**config.mk**
```make
export PLATFORM = sky130hd
export DESIGN_NAME = vec_exec_unit_flat
export DESIGN_NICKNAME = d
export VERILOG_FILES = /design/src/rtl/vec_pkg.sv /design/src/rtl/vec_exec_unit_if.sv /design/src/rtl/vec_lane_alu.sv /design/src/rtl/vec_exec_unit.sv /design/src/flat_wrapper.sv
export SDC_FILE = /design/constraint.sdc
export NUM_CORES = 1
export LEC_CHECK = 0
export CAP_MARGIN = 20
export CORE_MARGIN = 8
export CORE_UTILIZATION = 37
export CTS_BUF_LIST = sky130_fd_sc_hd__clkbuf_4
export DETAILED_ROUTE_END_ITERATION = 16
export GPL_ROUTABILITY_DRIVEN = 0
export PLACE_DENSITY = 0.63
export SLEW_MARGIN = 0
export SYNTH_ARGS = -nofsm -noshare
export SYNTH_HDL_FRONTEND = slang
export SYNTH_HIERARCHICAL = 1
export SYNTH_SLANG_ARGS = --single-unit
```
**constraint.sdc**
```tcl
create_clock -name clk -period 11.2 [get_ports clk]
set_input_delay 2.24 -clock clk [delete_from_list [all_inputs] [get_ports clk]]
set_output_delay 2.24 -clock clk [all_outputs]
set_load 0.05 [all_outputs]
```
**src/rtl/vec_pkg.sv**
```systemverilog
// Shared types and constants for the vector execute unit.
//   vop_e     : lane ALU operation encoding (matches the 2-bit op port)
//   state_e   : control FSM states
//   sat_limits: signed saturation limits for a lane width up to MAX_W bits
package vec_pkg;

    localparam int unsigned DEF_LANES  = 6;
    localparam int unsigned DEF_LANE_W = 8;
    localparam int unsigned MAX_W      = 64;

    typedef enum logic [1:0] {
        VOP_ADD = 2'b00,
        VOP_SUB = 2'b01,
        VOP_AND = 2'b10,
        VOP_OR  = 2'b11
    } vop_e;

    typedef enum logic [1:0] {
        ST_IDLE,
        ST_BUSY,
        ST_DONE
    } state_e;

    typedef struct packed {
        logic [MAX_W-1:0] pos;
        logic [MAX_W-1:0] neg;
    } sat_lim_t;

    // pos = 0111..1, neg = 1000..0 in the low w bits; upper bits are zero.
    function automatic sat_lim_t sat_limits(int unsigned w);
        sat_lim_t lim;
        lim.pos = '0;
        lim.neg = '0;
        for (int unsigned i = 0; i < MAX_W; i++) begin
            if (i + 1 < w) begin
                lim.pos[i] = 1'b1;
            end else if (i + 1 == w) begin
                lim.neg[i] = 1'b1;
            end
        end
        return lim;
    endfunction

endpackage

```
**src/rtl/vec_exec_unit_if.sv**
```systemverilog
// Request/response bundle of the vector execute unit.
//   master: requester/consumer side (drives operands, in_valid, out_ready)
//   slave : execute unit side (drives in_ready, out_valid, result, flags)
interface vec_exec_unit_if #(
    parameter int unsigned LANES  = vec_pkg::DEF_LANES,
    parameter int unsigned LANE_W = vec_pkg::DEF_LANE_W
);
    logic                      in_valid;
    logic                      in_ready;
    logic [1:0]                op;
    logic                      bcast;
    logic                      swap;
    logic                      zero_a;
    logic                      sat;
    logic [LANES-1:0]          mask;
    logic [LANES*LANE_W-1:0]   src_a;
    logic [LANES*LANE_W-1:0]   src_b;
    logic                      out_valid;
    logic                      out_ready;
    logic [LANES*LANE_W-1:0]   result;
    logic                      zero;
    logic                      negative;
    logic                      overflow;

    modport master (
        output in_valid, op, bcast, swap, zero_a, sat, mask, src_a, src_b, out_ready,
        input  in_ready, out_valid, result, zero, negative, overflow
    );

    modport slave (
        input  in_valid, op, bcast, swap, zero_a, sat, mask, src_a, src_b, out_ready,
        output in_ready, out_valid, result, zero, negative, overflow
    );
endinterface

```
**src/rtl/vec_lane_alu.sv**
```systemverilog
// Combinational single-lane ALU.
//   a, b : lane operands (a is the minuend for SUB)
//   op   : ADD / SUB / AND / OR
//   sat  : clamp signed ADD/SUB overflow to the signed max/min
//   y    : lane result; zero/neg describe y; ovf is signed overflow (ADD/SUB)
module vec_lane_alu import vec_pkg::*; #(
    parameter int unsigned LANE_W = DEF_LANE_W
) (
    input  logic [LANE_W-1:0] a,
    input  logic [LANE_W-1:0] b,
    input  vop_e              op,
    input  logic              sat,
    output logic [LANE_W-1:0] y,
    output logic              zero,
    output logic              neg,
    output logic              ovf
);
    localparam int unsigned MSB = LANE_W - 1;
    localparam sat_lim_t    LIM = sat_limits(LANE_W);

    logic [LANE_W-1:0] sum;
    logic [LANE_W-1:0] diff;

    always_comb begin
        sum  = a + b;
        diff = a - b;
        y    = '0;
        ovf  = 1'b0;
        case (op)
            VOP_ADD: begin
                y   = sum;
                ovf = (a[MSB] == b[MSB]) && (sum[MSB] != a[MSB]);
            end
            VOP_SUB: begin
                y   = diff;
                ovf = (a[MSB] != b[MSB]) && (diff[MSB] != a[MSB]);
            end
            VOP_AND: y = a & b;
            VOP_OR:  y = a | b;
            default: y = '0;
        endcase
        // On overflow the sign of a gives the true direction for both ADD and SUB.
        if (sat && ovf) begin
            y = a[MSB] ? LIM.neg[LANE_W-1:0] : LIM.pos[LANE_W-1:0];
        end
        zero = (y == '0);
        neg  = y[MSB];
    end
endmodule

```
**src/rtl/vec_exec_unit.sv**
```systemverilog
// Vector execute unit: one ALU operation over LANES lanes of LANE_W bits,
// computed PHYS lanes per cycle over LANES/PHYS beats.
//   clk, rst : clock, asynchronous active-high reset
//   bus      : slave side of vec_exec_unit_if (request, operands, mask,
//              result, zero/negative/overflow flags, valid/ready both ways)
module vec_exec_unit import vec_pkg::*; #(
    parameter int unsigned LANES  = DEF_LANES,
    parameter int unsigned LANE_W = DEF_LANE_W,
    parameter int unsigned PHYS   = 2
) (
    input  logic          clk,
    input  logic          rst,
    vec_exec_unit_if.slave bus
);
    localparam int unsigned BEATS = LANES / PHYS;
    localparam int unsigned BW    = (BEATS > 1) ? $clog2(BEATS) : 1;
    localparam int unsigned LW    = (LANES > 1) ? $clog2(LANES) : 1;

    if (LANES % PHYS != 0) begin : g_lanes_chk
        $error("vec_exec_unit: LANES must be a multiple of PHYS");
    end

    state_e            state;
    logic [BW-1:0]     beat;
    vop_e              op_r;
    logic              sat_r;
    logic              swap_r;
    logic [LANES-1:0]  mask_r;
    // a_r holds A after zero_a, b_r holds B after bcast; swap is applied at the ALU.
    logic [LANE_W-1:0] a_r   [LANES];
    logic [LANE_W-1:0] b_r   [LANES];
    logic [LANE_W-1:0] res_r [LANES];
    logic              zero_r, neg_r, ovf_r;
    logic              in_ready_r, out_valid_r;

    logic [LW-1:0]          idx [PHYS];
    logic [PHYS*LANE_W-1:0] alu_a, alu_b, alu_y;
    logic [PHYS-1:0]        alu_z, alu_n, alu_o;
    logic [PHYS-1:0]        beat_mask, lane0_sel;
    logic                   beat_zero, beat_ovf;

    always_comb begin
        idx       = '{default: '0};
        alu_a     = '0;
        alu_b     = '0;
        beat_mask = '0;
        lane0_sel = '0;
        for (int unsigned p = 0; p < PHYS; p++) begin
            idx[p] = LW'(32'(beat) * PHYS + p);
            alu_a[p*LANE_W +: LANE_W] = swap_r ? b_r[idx[p]] : a_r[idx[p]];
            alu_b[p*LANE_W +: LANE_W] = swap_r ? a_r[idx[p]] : b_r[idx[p]];
            beat_mask[p] = mask_r[idx[p]];
            lane0_sel[p] = (idx[p] == '0) && mask_r[0];
        end
        beat_zero = &(alu_z | ~beat_mask);
        beat_ovf  = |(alu_o & beat_mask);
    end

    for (genvar p = 0; p < PHYS; p++) begin : g_alu
        vec_lane_alu #(.LANE_W(LANE_W)) u_alu (
            .a    (alu_a[p*LANE_W +: LANE_W]),
            .b    (alu_b[p*LANE_W +: LANE_W]),
            .op   (op_r),
            .sat  (sat_r),
            .y    (alu_y[p*LANE_W +: LANE_W]),
            .zero (alu_z[p]),
            .neg  (alu_n[p]),
            .ovf  (alu_o[p])
        );
    end

    always_ff @(posedge clk or posedge rst) begin
        if (rst) begin
            state       <= ST_IDLE;
            beat        <= '0;
            op_r        <= VOP_ADD;
            sat_r       <= 1'b0;
            swap_r      <= 1'b0;
            mask_r      <= '0;
            for (int unsigned i = 0; i < LANES; i++) begin
                a_r[i]   <= '0;
                b_r[i]   <= '0;
                res_r[i] <= '0;
            end
            zero_r      <= 1'b0;
            neg_r       <= 1'b0;
            ovf_r       <= 1'b0;
            in_ready_r  <= 1'b1;
            out_valid_r <= 1'b0;
        end else begin
            case (state)
                ST_IDLE: begin
                    if (bus.in_valid) begin
                        op_r   <= vop_e'(bus.op);
                        sat_r  <= bus.sat;
                        swap_r <= bus.swap;
                        mask_r <= bus.mask;
                        for (int unsigned i = 0; i < LANES; i++) begin
                            a_r[i] <= (bus.zero_a && i != 0) ? '0 : bus.src_a[i*LANE_W +: LANE_W];
                            b_r[i] <= bus.bcast ? bus.src_b[LANE_W-1:0] : bus.src_b[i*LANE_W +: LANE_W];
                        end
                        beat       <= '0;
                        zero_r     <= 1'b1;
                        neg_r      <= 1'b0;
                        ovf_r      <= 1'b0;
                        in_ready_r <= 1'b0;
                        state      <= ST_BUSY;
                    end
                end
                ST_BUSY: begin
                    for (int unsigned p = 0; p < PHYS; p++) begin
                        res_r[idx[p]] <= beat_mask[p] ? alu_y[p*LANE_W +: LANE_W] : a_r[idx[p]];
                    end
                    zero_r <= zero_r & beat_zero;
                    ovf_r  <= ovf_r | beat_ovf;
                    if (beat == '0) begin
                        neg_r <= |(alu_n & lane0_sel);
                    end
                    if (beat == BW'(BEATS - 1)) begin
                        out_valid_r <= 1'b1;
                        state       <= ST_DONE;
                    end else begin
                        beat <= beat + BW'(1);
                    end
                end
                ST_DONE: begin
                    if (bus.out_ready) begin
                        out_valid_r <= 1'b0;
                        in_ready_r  <= 1'b1;
                        state       <= ST_IDLE;
                    end
                end
                default: state <= ST_IDLE;
            endcase
        end
    end

    for (genvar i = 0; i < LANES; i++) begin : g_res
        assign bus.result[i*LANE_W +: LANE_W] = res_r[i];
    end

    assign bus.in_ready  = in_ready_r;
    assign bus.out_valid = out_valid_r;
    assign bus.zero      = zero_r;
    assign bus.negative  = neg_r;
    assign bus.overflow  = ovf_r;
endmodule

```
**src/flat_wrapper.sv**
```systemverilog
// flat-port wrapper written by rule: the top's interface ports become plain ports
module vec_exec_unit_flat import vec_pkg::*;
#(
    parameter int unsigned LANES  = DEF_LANES,
    parameter int unsigned LANE_W = DEF_LANE_W,
    parameter int unsigned PHYS   = 2
)
  (clk, rst, bus_in_valid, bus_op, bus_bcast, bus_swap, bus_zero_a, bus_sat, bus_mask, bus_src_a, bus_src_b, bus_out_ready, bus_in_ready, bus_out_valid, bus_result, bus_zero, bus_negative, bus_overflow);
  vec_exec_unit_if #(.LANES(LANES), .LANE_W(LANE_W)) bus_i ();
  input  logic clk;
  input  logic rst;
  input wire logic [$bits(bus_i.in_valid)-1:0] bus_in_valid;
  input wire logic [$bits(bus_i.op)-1:0] bus_op;
  input wire logic [$bits(bus_i.bcast)-1:0] bus_bcast;
  input wire logic [$bits(bus_i.swap)-1:0] bus_swap;
  input wire logic [$bits(bus_i.zero_a)-1:0] bus_zero_a;
  input wire logic [$bits(bus_i.sat)-1:0] bus_sat;
  input wire logic [$bits(bus_i.mask)-1:0] bus_mask;
  input wire logic [$bits(bus_i.src_a)-1:0] bus_src_a;
  input wire logic [$bits(bus_i.src_b)-1:0] bus_src_b;
  input wire logic [$bits(bus_i.out_ready)-1:0] bus_out_ready;
  output wire logic [$bits(bus_i.in_ready)-1:0] bus_in_ready;
  output wire logic [$bits(bus_i.out_valid)-1:0] bus_out_valid;
  output wire logic [$bits(bus_i.result)-1:0] bus_result;
  output wire logic [$bits(bus_i.zero)-1:0] bus_zero;
  output wire logic [$bits(bus_i.negative)-1:0] bus_negative;
  output wire logic [$bits(bus_i.overflow)-1:0] bus_overflow;
  assign bus_i.in_valid = bus_in_valid;
  assign bus_i.op = bus_op;
  assign bus_i.bcast = bus_bcast;
  assign bus_i.swap = bus_swap;
  assign bus_i.zero_a = bus_zero_a;
  assign bus_i.sat = bus_sat;
  assign bus_i.mask = bus_mask;
  assign bus_i.src_a = bus_src_a;
  assign bus_i.src_b = bus_src_b;
  assign bus_i.out_ready = bus_out_ready;
  assign bus_in_ready = bus_i.in_ready;
  assign bus_out_valid = bus_i.out_valid;
  assign bus_result = bus_i.result;
  assign bus_zero = bus_i.zero;
  assign bus_negative = bus_i.negative;
  assign bus_overflow = bus_i.overflow;
  vec_exec_unit #(.LANES(LANES), .LANE_W(LANE_W), .PHYS(PHYS)) u_core (.clk(clk), .rst(rst), .bus(bus_i));
endmodule
```
# --- Yosys cells after proc, flatten, opt, wreduce, memory -nomap -nowiden ---
# Cells that the tools add are included.
totals:
  regBits: 163
  inputBits: 112
  out_inout_bits: 53
  wordCells: 166
op_classes:
  n_addsub: 6
  n_lt_le_gt_ge: 6
  n_eq_ne: 19
  muxes: 64
  bitwise: 12
  reduce_logical: 30
op_table:
  columns: ["cell", "count"]
  rows:
  - ["$mux 8", 30]
  - ["$bmux 8 s3", 4]
  - ["$bwmux 48", 2]
  - ["$pmux 8 s4", 2]
  - ["$demux 8 s3", 2]
  - ["$add 8x8->8", 2]
  - ["$and 8x8->8", 2]
  - ["$logic_not 8->1", 2]
  - ["$or 8x8->8", 2]
  - ["$sub 8x8->8", 2]
  - ["$reduce_and 3->1", 5]
  - ["$pmux 1 s2", 7]
  - ["$logic_and 1x1->1", 10]
  - ["$mux 2", 5]
  - ["$eq 2x2->1 const B", 4]
  - ["$ge 4x4->1 const B", 2]
  - ["$lt 3x4->1 const B", 2]
  - ["$lt 4x1->1 const B", 2]
  - ["$mux 1", 8]
  - ["$not 3->4", 2]
  - ["$logic_not 2->1", 3]
  - ["$logic_not 3->1", 2]
  - ["$ne 1x1->1", 6]
  - ["$ne 2x2->1 const B", 3]
  - ["other kinds (17)", 26]

# --- Depth between registers and ports, before layout ---
# Gate-level depths: netlist of the first run.
logic_depth:
  ltp_word: 17
  mapped_depth: 20
  mapped_depth_nobuf: 16

# --- Modules after synthesis ---
# Netlist of the first run, hierarchy kept.
modules_own_cells:
  columns: ["module", "n_inst", "cells_per_inst", "area_per_inst_um2", "seq_area_each_um2"]
  rows:
  - ["vec_exec_unit", 1, 765, 7667.4, 4080.2]
  - ["vec_lane_alu", 2, 176, 1346.3, 0.0]

# --- Least setup slack after synthesis of the first run ---
# OpenSTA, ideal clock, no wires.
synth_path:
  kind: "register -> register"
  startpoint: "register u_core.beat[0]"
  endpoint: "register u_core.res_r (netlist bit u_core/bus.result[7])"
  setup_time_ns: 0.132
  arrival_time_ns: 3.676
  t_required_ns: 11.068
  slack_ns: 7.392
  path_stages_with_launch: 19
  n_path_buf: 6
  period_less_slack_ns: 3.808
  path_cell_list: "dfrtp_1 > buf_6 > nor2b_1 > buf_6 > buf_2 > o2bb2ai_1 > mux2_2 > inv_1 > ha_1 > buf_6 > or4_4 > o221ai_4 > mux2i_1 > o21a_1 > buf_6 > mux2_4 > buf_4 > mux2i_1 > o21ai_1"
synth_via:
  elab_chain_cells: 14
  elab_cells_between_ends: 67
  classes_between: "add/sub (5); order compare (4); eq/ne (8); mux (36); bitwise (6); reduce/logical (8)"
synth_lines:
  columns: ["element", "line", "rtl"]
  rows:
  - ["from (decl)", "vec_exec_unit.sv:24", "logic [BW-1:0] beat;"]
  - ["from (signal assigned)", "vec_exec_unit.sv:123", "beat <= beat + BW'(1);"]
  - ["$not 3->4 (implied by the code) *", "vec_exec_unit.sv:50", "alu_a[p*LANE_W +: LANE_W] = swap_r ? b_r[idx[p]] : a_r[idx[p]];"]
  - ["$bmux 8 s3", "vec_exec_unit.sv:50", null]
  - ["$mux 8 (implied by the code) (2 in a row)", "vec_exec_unit.sv:50", null]
  - ["$mux 8 *", "vec_exec_unit.sv:50", null]
  - ["via u_core.alu_a[4]", "vec_exec_unit.sv:37", "logic [PHYS*LANE_W-1:0] alu_a, alu_b, alu_y;"]
  - ["$sub 8x8->8 / $add 8x8->8 (equally long branches)", "vec_lane_alu.sv:26, vec_lane_alu.sv:25", null]
  - ["$ne 1x1->1 (on tied branches)", "vec_lane_alu.sv:36, vec_lane_alu.sv:32", null]
  - ["$logic_and 1x1->1 (on tied branches)", "vec_lane_alu.sv:36, vec_lane_alu.sv:32", null]
  - ["$pmux 1 s2", "vec_lane_alu.sv:29", "case (op)"]
  - ["$logic_and 1x1->1", "vec_lane_alu.sv:43", "if (sat && ovf) begin"]
  - ["$mux 8 *", "vec_lane_alu.sv:43", null]
  - ["via u_core.alu_n[0]", "vec_exec_unit.sv:38", "logic [PHYS-1:0] alu_z, alu_n, alu_o;"]
  - ["$mux 8 *", "vec_exec_unit.sv:112", "res_r[idx[p]] <= beat_mask[p] ? alu_y[p*LANE_W +: LANE_W] : a_r[idx[p]];"]
  - ["$bwmux 48 * (2 in a row)", "vec_exec_unit.sv:112", null]
  - ["to (signal, indexed assignment)", "vec_exec_unit.sv:112", null]
  - ["to (decl)", "vec_exec_unit.sv:32", "logic [LANE_W-1:0] res_r [LANES];"]
# Mark *: on every way through the listed nets, which the timed path passes. The rest lies on a longest branch. The select of a mux whose other input is x is not followed.
# A chain may end at the register's enable or synchronous reset.

# --- Final worst setup path of the first run ---
layout_path:
  startpoint: "register u_core.beat[0]"
  endpoint: "register u_core.res_r (netlist bit u_core/bus.result[37])"
layout_via:
  elab_chain_cells: 14
  elab_cells_between_ends: 67
  classes_between: "add/sub (5); order compare (4); eq/ne (8); mux (36); bitwise (6); reduce/logical (8)"
layout_lines:
  columns: ["element", "line"]
  rows:
  - ["$not 3->4 (implied by the code) *", "vec_exec_unit.sv:50"]
  - ["$bmux 8 s3", "vec_exec_unit.sv:50"]
  - ["$mux 8 (implied by the code) (2 in a row)", "vec_exec_unit.sv:50"]
  - ["$mux 8 *", "vec_exec_unit.sv:50"]
  - ["via u_core.alu_a[7]", "vec_exec_unit.sv:37"]
  - ["$sub 8x8->8 / $add 8x8->8 (equally long branches)", "vec_lane_alu.sv:26, vec_lane_alu.sv:25"]
  - ["$ne 1x1->1 (on tied branches)", "vec_lane_alu.sv:36, vec_lane_alu.sv:32"]
  - ["$logic_and 1x1->1 (on tied branches)", "vec_lane_alu.sv:36, vec_lane_alu.sv:32"]
  - ["$pmux 1 s2", "vec_lane_alu.sv:29"]
  - ["$logic_and 1x1->1", "vec_lane_alu.sv:43"]
  - ["$mux 8 *", "vec_lane_alu.sv:43"]
  - ["via u_core.alu_y[5]", "vec_exec_unit.sv:37"]
  - ["$mux 8 *", "vec_exec_unit.sv:112"]
  - ["$bwmux 48 * (2 in a row)", "vec_exec_unit.sv:112"]
# Marks and branches as above.

==> results of run 1 <==
## synth_stat cells (16+ instances only)
cell       number  share of area (%)
ha_1           49                5.9
a21oi_1        78                3.8
inv_1          60                2.2
clkbuf_1       38                1.4
mux2i_1        60                5.8
o21ai_1        49                2.4
nand2b_1       49                3.0
mux2_2         56                6.1
o2bb2ai_1      16                1.4
nand2_1       175                6.3
dfrtp_1       162                 39
buf_2          19               0.92
nor2_1         27               0.98
o21ai_0       117                5.7
## critical path: cells and delay by family, from the launching register on
kind	cells	cell delay [ns]
fa+ha+maj	1	0.45
buf+inv	3	1.19
compound gates	4	1.42
simple gates	3	0.69
mux	3	0.86
flops	1	0.42
## area by class of cell
class,instances,share of cell area [%]
inverters,63,1.930
flip-flops and latches,163,32.62
clock buffers,17,1.020
multi-input cells,814,45.01
repair buffers,177,14.15
clock inverters,15,1.480
well taps,378,3.780
## routing by layer
| layer | wire length, um | vias up | part of all wire, % | track usage (%) |
|---|---|---|---|---|
| met3 | 2050 | 17 | 7.0 | 3.720 |
| met4 | 353 | 0 | 1.2 | 3.839 |
| met1 | 14470 | 3892 | 50 | 26.11 |
| met2 | 12250 | 265 | 42 | 25.47 |
| met5 | 0 | - | 0 | 0 |
| li1 | - | 4112 | - | - |
## worst max path at each step
stage | from | to | slack, ns | depth (start not counted)
after floorplan | rst | u_core/a_r[0] | 4.56 | 1
after global routing | u_core/beat[0] | u_core/bus.result[33] | 5.67 | 14
after CTS | u_core/beat[0] | u_core/bus.result[33] | 5.96 | 14
after global placement | u_core/beat[0] | u_core/bus.result[21] | 6.11 | 14
after detailed placement | u_core/beat[0] | u_core/bus.result[33] | 6.02 | 14
final | u_core/beat[0] | u_core/bus.result[37] | 5.99 | 14
## sequential cells by signal, indices dropped and copies added, names as in the netlist, 2 cells and up
register and flops:
u_core/bus.result 48, u_core/op_r 2, u_core/state 2, u_core/mask_r 6
u_core/beat 2, u_core/b_r 48, u_core/a_r 48
## through the flow
stage,setup WS (ns),util [%],area [sq um],instances,hold WS (ns)
after floorplan,4.557,-,10360,1117,0.4492
after global placement,6.107,43.83,12140,1592,0.4605
after detailed placement,6.024,43.83,12140,1592,0.4693
after CTS,5.959,44.96,12460,1624,0.5029
after global routing,5.671,45.16,12510,1627,0.5238
final,5.990,45.16,12510,1627,0.4978
## logic make-up (layout without fill, tap and decap cells)
group | count (synthesis) | count (layout) | synth area share, %
AOI/OAI and AO/OA | 316 | 316 | 18.82
xor gates and xnor gates | 8 | 8 | 0.6764
adders and majority gates | 53 | 53 | 6.691
buffers and inverters | 140 | 272 | 6.353
DFF | 163 | 163 | 39.38
muxes | 130 | 130 | 14.20
and+or+nand+nor | 307 | 307 | 13.88
==> summary.txt, run 1 <==
Status
  – Status: finished clean

Synth
  – Cell area after synthesis: 10360 sq um
  – Synth cell types: 61
  – Register area share after synthesis: 39.38%
  – Total number of yosys warnings: 6
  – Post-synthesis async set-or-reset flop share: 100.0%
  – Mapped Cells: 1117
  – Syn nets: 1282
  – #FFs+latches synth: 163
  – Syn avg cell area: 9.275 sq um
  – Post-synth EDFFs: 0
  – Synth Flop Type: dfrtp_1

Cells and area
  – Register Area: 4081 sq um
  – Area of the multi-input gates: 5632 sq um
  – Final layout net count: 1401
  – Most frequent cells in the layout: 175 x nand2_1, 164 x clkdlybuf4s50_1, 161 x dfrtp_1
  – Fill count: 2669
  – ANT cells: 0
  – Area grow syn2layout: 20.76%
  – Layout cells sized above 1: 11.21%
  – Commonest non-fill, non-tap cell in the layout: nand2_1

Global routing
  – First-pass GRT wire length: 46840 um
  – Antenna violations before repair: 0
  – Total grt overflow: 0
  – Tot GR Track Use: 17.52%
  – Number of global-route vias before repair: 8308
  – Largest net degree at the start of global routing: 94

Die
  – Die width: 183.3 um
  – Cell Rows: 61
  – I/O pin count: 165
  – Die height: 183.3 um
  – Core area: 27710 sq um
  – Initial core utilization: 37.39%
  – Die area: 33610 sq um

Route
  – Drt drc: 0
  – DR pass1 iterations: 5
  – DRT iter0 DRCs: 805
  – Wire per inst: 17.90 um
  – DRT Wirelength: 29120 um
  – Post-route ant nets: 0
  – DR vias/cell: 5.093
  – Vias: 8286

Clock tree
  – Number of clock buffers inserted by TritonCTS: 17
  – CTS Hold Bufs: 0
  – Clock-pin slew on the worst setup and hold paths: 0.17 ns
  – Worst skew pair latency: 0.57 ns
  – CTS H-tree depth: 4
  – Post-CTS setup buffer count: 0
  – Clk root buf: clkbuf_4
  – Gates resized, CTS repair: 0
  – Deepest clock path buffer count: 2
  – CTS tree: yes
  – Clk sinks: 163

Placement
  – DP HPWL: 21870 um
  – # port buffers: 164

Worst setup path
  – Setup crit start kind: register
  – Worst Reg-to-Reg Cells: 14
  – CP required: 11.61 ns
  – CP arrival: 5.63 ns
  – R2R Path End: u_core/bus.result[37]
  – Worst r2r src: u_core/beat[0]
  – Crit. End Element: register
  – Largest stage delay, worst path: 0.59 ns
  – Max FO, Critical Path: 37
  – Slowest stage cell on the critical path: a21oi_1
  – CP Class: register to register
  – Crit-path cells: buf_4 -> nor2b_2 -> buf_4 -> a21oi_1 -> a21oi_1 -> clkinv_1 -> ha_1 -> nand3_1 -> nor3b_1 -> mux2i_1 -> o21a_1 -> mux2_4 -> mux2i_1 -> o21ai_1
  – R2R Setup Slk: 5.99 ns

Hold path
  – HP Class: register to register
  – Worst hold endpoint: u_core/a_r[12]
  – Worst hold stages: 2
  – Hold Startpoint: u_core/a_r[12]

Timing
  – Hold Fails Final Rpt: 0
  – Final setup vio count: 0
  – Slew @ Worst Pin: 1.066 ns
  – Setup TNS Final: 0 ns
  – Rel. slew slack: 28.79%
  – Max-slew violations: 0
  – Final worst path period share: 46.52%
  – RSZ-0062 raised after global routing: false
  – Clk_skew: 0.02420 ns
  – Minimum clock period: 5.210 ns
  – Fmax: 0.1919 GHz

Job
  – Max-Cap Viols: 0
Power of run 1 is not shown: default switching activity piles up to over one toggle a cycle in this logic, so the estimate is an artifact.
==> inputs of run 2 (changes only) <==
Clock period 11.2 ns to 4.9 ns, I/O delays scaled along.
==> run 2 against run 1 <==
Compared with the run above:
- critical path depth fell by 1
- highest routed layer is now met5
- core utilization increased by 0.28 points
- critical endpoint is now u_core/bus.result[29]
- register-to-register slack worse by 5.6 ns
==> summary.txt, run 2 (synthesized netlist as in run 1, its figures left out) <==
Global routing
  – Antenna violations before repair: 1 (+1)
  – Number of global-route vias before repair: 8198 (-1.3%)
  – Tot GR Track Use: 17.34% (-0.17 points)
  – Largest net degree at the start of global routing: 115 (+22%)
  – First-pass GRT wire length: 46170 um (-1.4%)
  – Total grt overflow: 0 (unchanged)

Cells and area
  – Final layout net count: 1410 (+0.64%)
  – Layout cells sized above 1: 11.69% (+0.48 points)
  – Finished Cell Area: 12590 sq um (+0.63%)
  – Final Non-Filler Cells: 1636 (+0.55%)
  – Commonest non-fill, non-tap cell in the layout: nand2_1
  – Area grow syn2layout: 21.52%
  – ANT cells: 0 (unchanged)
  – Most frequent cells in the layout: 175 x nand2_1, 164 x clkdlybuf4s50_1, 161 x dfrtp_1

Clock tree
  – Number of clock buffers inserted by TritonCTS: 17 (unchanged)
  – Worst skew pair latency: 0.56 ns (about the same)
  – Gates resized, CTS repair: 0 (unchanged)
  – Clock-pin slew on the worst setup and hold paths: 0.14 ns (-0.03 ns)
  – CTS Hold Bufs: 0 (unchanged)
  – CTS tree: yes
  – CTS H-tree depth: 4 (unchanged)
  – Clk sinks: 163 (unchanged)
  – Post-CTS setup buffer count: 0 (unchanged)
  – Deepest clock path buffer count: 2 (unchanged)
  – Clk root buf: clkbuf_4

Die
  – Die area: 33610 sq um (unchanged)
  – Cell Rows: 61 (unchanged)
  – Die height: 183.3 um (unchanged)
  – I/O pin count: 165 (unchanged)
  – Initial core utilization: 37.39% (unchanged)
  – Core area: 27710 sq um (unchanged)
  – Die width: 183.3 um (unchanged)

Timing
  – Setup TNS Final: 0 ns (unchanged)
  – Setup slack after layout: 0.3450 ns (-5.645 ns)
  – Final worst path period share: 92.96% (+46 points)
  – Final setup vio count: 0 (unchanged)
  – Fmax: 0.2195 GHz (+14%)
  – RSZ-0062 raised after global routing: false
  – Clk_skew: 0.02738 ns (+0.003184 ns)
  – Slew @ Worst Pin: 0.9632 ns (-0.1023 ns)
  – Hold Fails Final Rpt: 0 (unchanged)
  – Minimum clock period: 4.555 ns (-0.6553 ns)
  – Max-slew violations: 0 (unchanged)
  – Rel. slew slack: 35.58% (+6.8 points)

Worst setup path
  – CP Class: register to register
  – R2R Setup Slk: 0.34 ns (-5.64 ns)
  – Worst Reg-to-Reg Cells: 13 (-1)
  – Worst r2r src: u_core/beat[0]
  – R2R Path End: u_core/bus.result[29]
  – CP required: 5.33 ns (-6.28 ns)
  – CP arrival: 4.99 ns (-0.64 ns)
  – Crit. End Element: register
  – Setup crit start kind: register
  – Max FO, Critical Path: 13 (-65%)

Hold path
  – Worst hold endpoint: u_core/b_r[23]
  – Worst hold stages: 2 (unchanged)
  – HP Class: register to register
  – Hold Startpoint: u_core/b_r[23]

Route
  – Vias: 8431 (+1.7%)
  – DR vias/cell: 5.153 (+1.2%)
  – Post-route ant nets: 0 (unchanged)
  – DRT Wirelength: 29340 um (+0.74%)
  – DR pass1 iterations: 5 (unchanged)
  – Drt drc: 0 (unchanged)
  – Wire per inst: 17.93 um (+0.19%)
  – DRT iter0 DRCs: 741 (-8.0%)

Status
  – Status: finished clean

Placement
  – Place WS: 0.3667 ns (-5.657 ns)
  – Placed cell count: 1601 (+0.57%)
  – Post-DP Area: 12260 sq um (+0.92%)
  – DP HPWL: 22610 um (+3.4%)
  – # port buffers: 164 (unchanged)

Job
  – Max-Cap Viols: 0 (unchanged)
-- run 2: layer usage --
layer	vias up	part of all wire, %	global-route usage, %
met5	-	0.031	0
met4	2	0.84	3.221
met3	21	7.1	4.076
met2	263	41	25.20
met1	4006	51	25.84
li1	4139	-	-
-- run 2: final cells by class --
type / count / area [sq um]
Fill cell: 2715 / 15120
Multi-Input combinational cell: 814 / 5632
Sequential cell: 163 / 4081
Timing Repair Buffer: 186 / 1899
Tap cell: 378 / 473.0
Inverter: 63 / 240.2
Clock buffer: 18 / 135.1
Clock inverter: 14 / 128.9
-- run 2: stage by stage --
step / hold slack [ns] / utilization [%]
final: 0.4940 / 45.44
after floorplan: 0.4492 / -
after global placement: 0.4616 / 44.14
after global routing: 0.5244 / 45.44
after detailed placement: 0.4697 / 44.24
after CTS: 0.5015 / 45.19
-- run 2: how the worst max path moves through the flow --
stage	from	end	slack (ns)	cells after the start
2_1_floorplan	u_core/beat[0]	u_core/bus.result[7]	1.09	18
3_3_place_gp	u_core/beat[0]	u_core/bus.zero	0.44	16
3_5_place_dp	u_core/beat[0]	u_core/bus.result[29]	0.37	13
4_1_cts	u_core/beat[0]	u_core/bus.result[29]	0.36	13
5_1_grt	u_core/beat[0]	u_core/bus.result[22]	0.09	14
6_report	u_core/beat[0]	u_core/bus.result[29]	0.34	13
-- run 2: critical path: stages, from the launching register on --
cell and delay, ns:
dfrtp_2 0.65, buf_4 0.31, mux2i_1 0.10, o2bb2ai_1 0.39, mux2_2 0.28, inv_1 0.05, ha_1 0.43, or4_4 0.58
o221ai_4 0.22, mux2i_1 0.26, o21a_1 0.43, mux2_4 0.33, mux2i_1 0.28, o21ai_1 0.12
Power of run 2 is left out for the same reason.
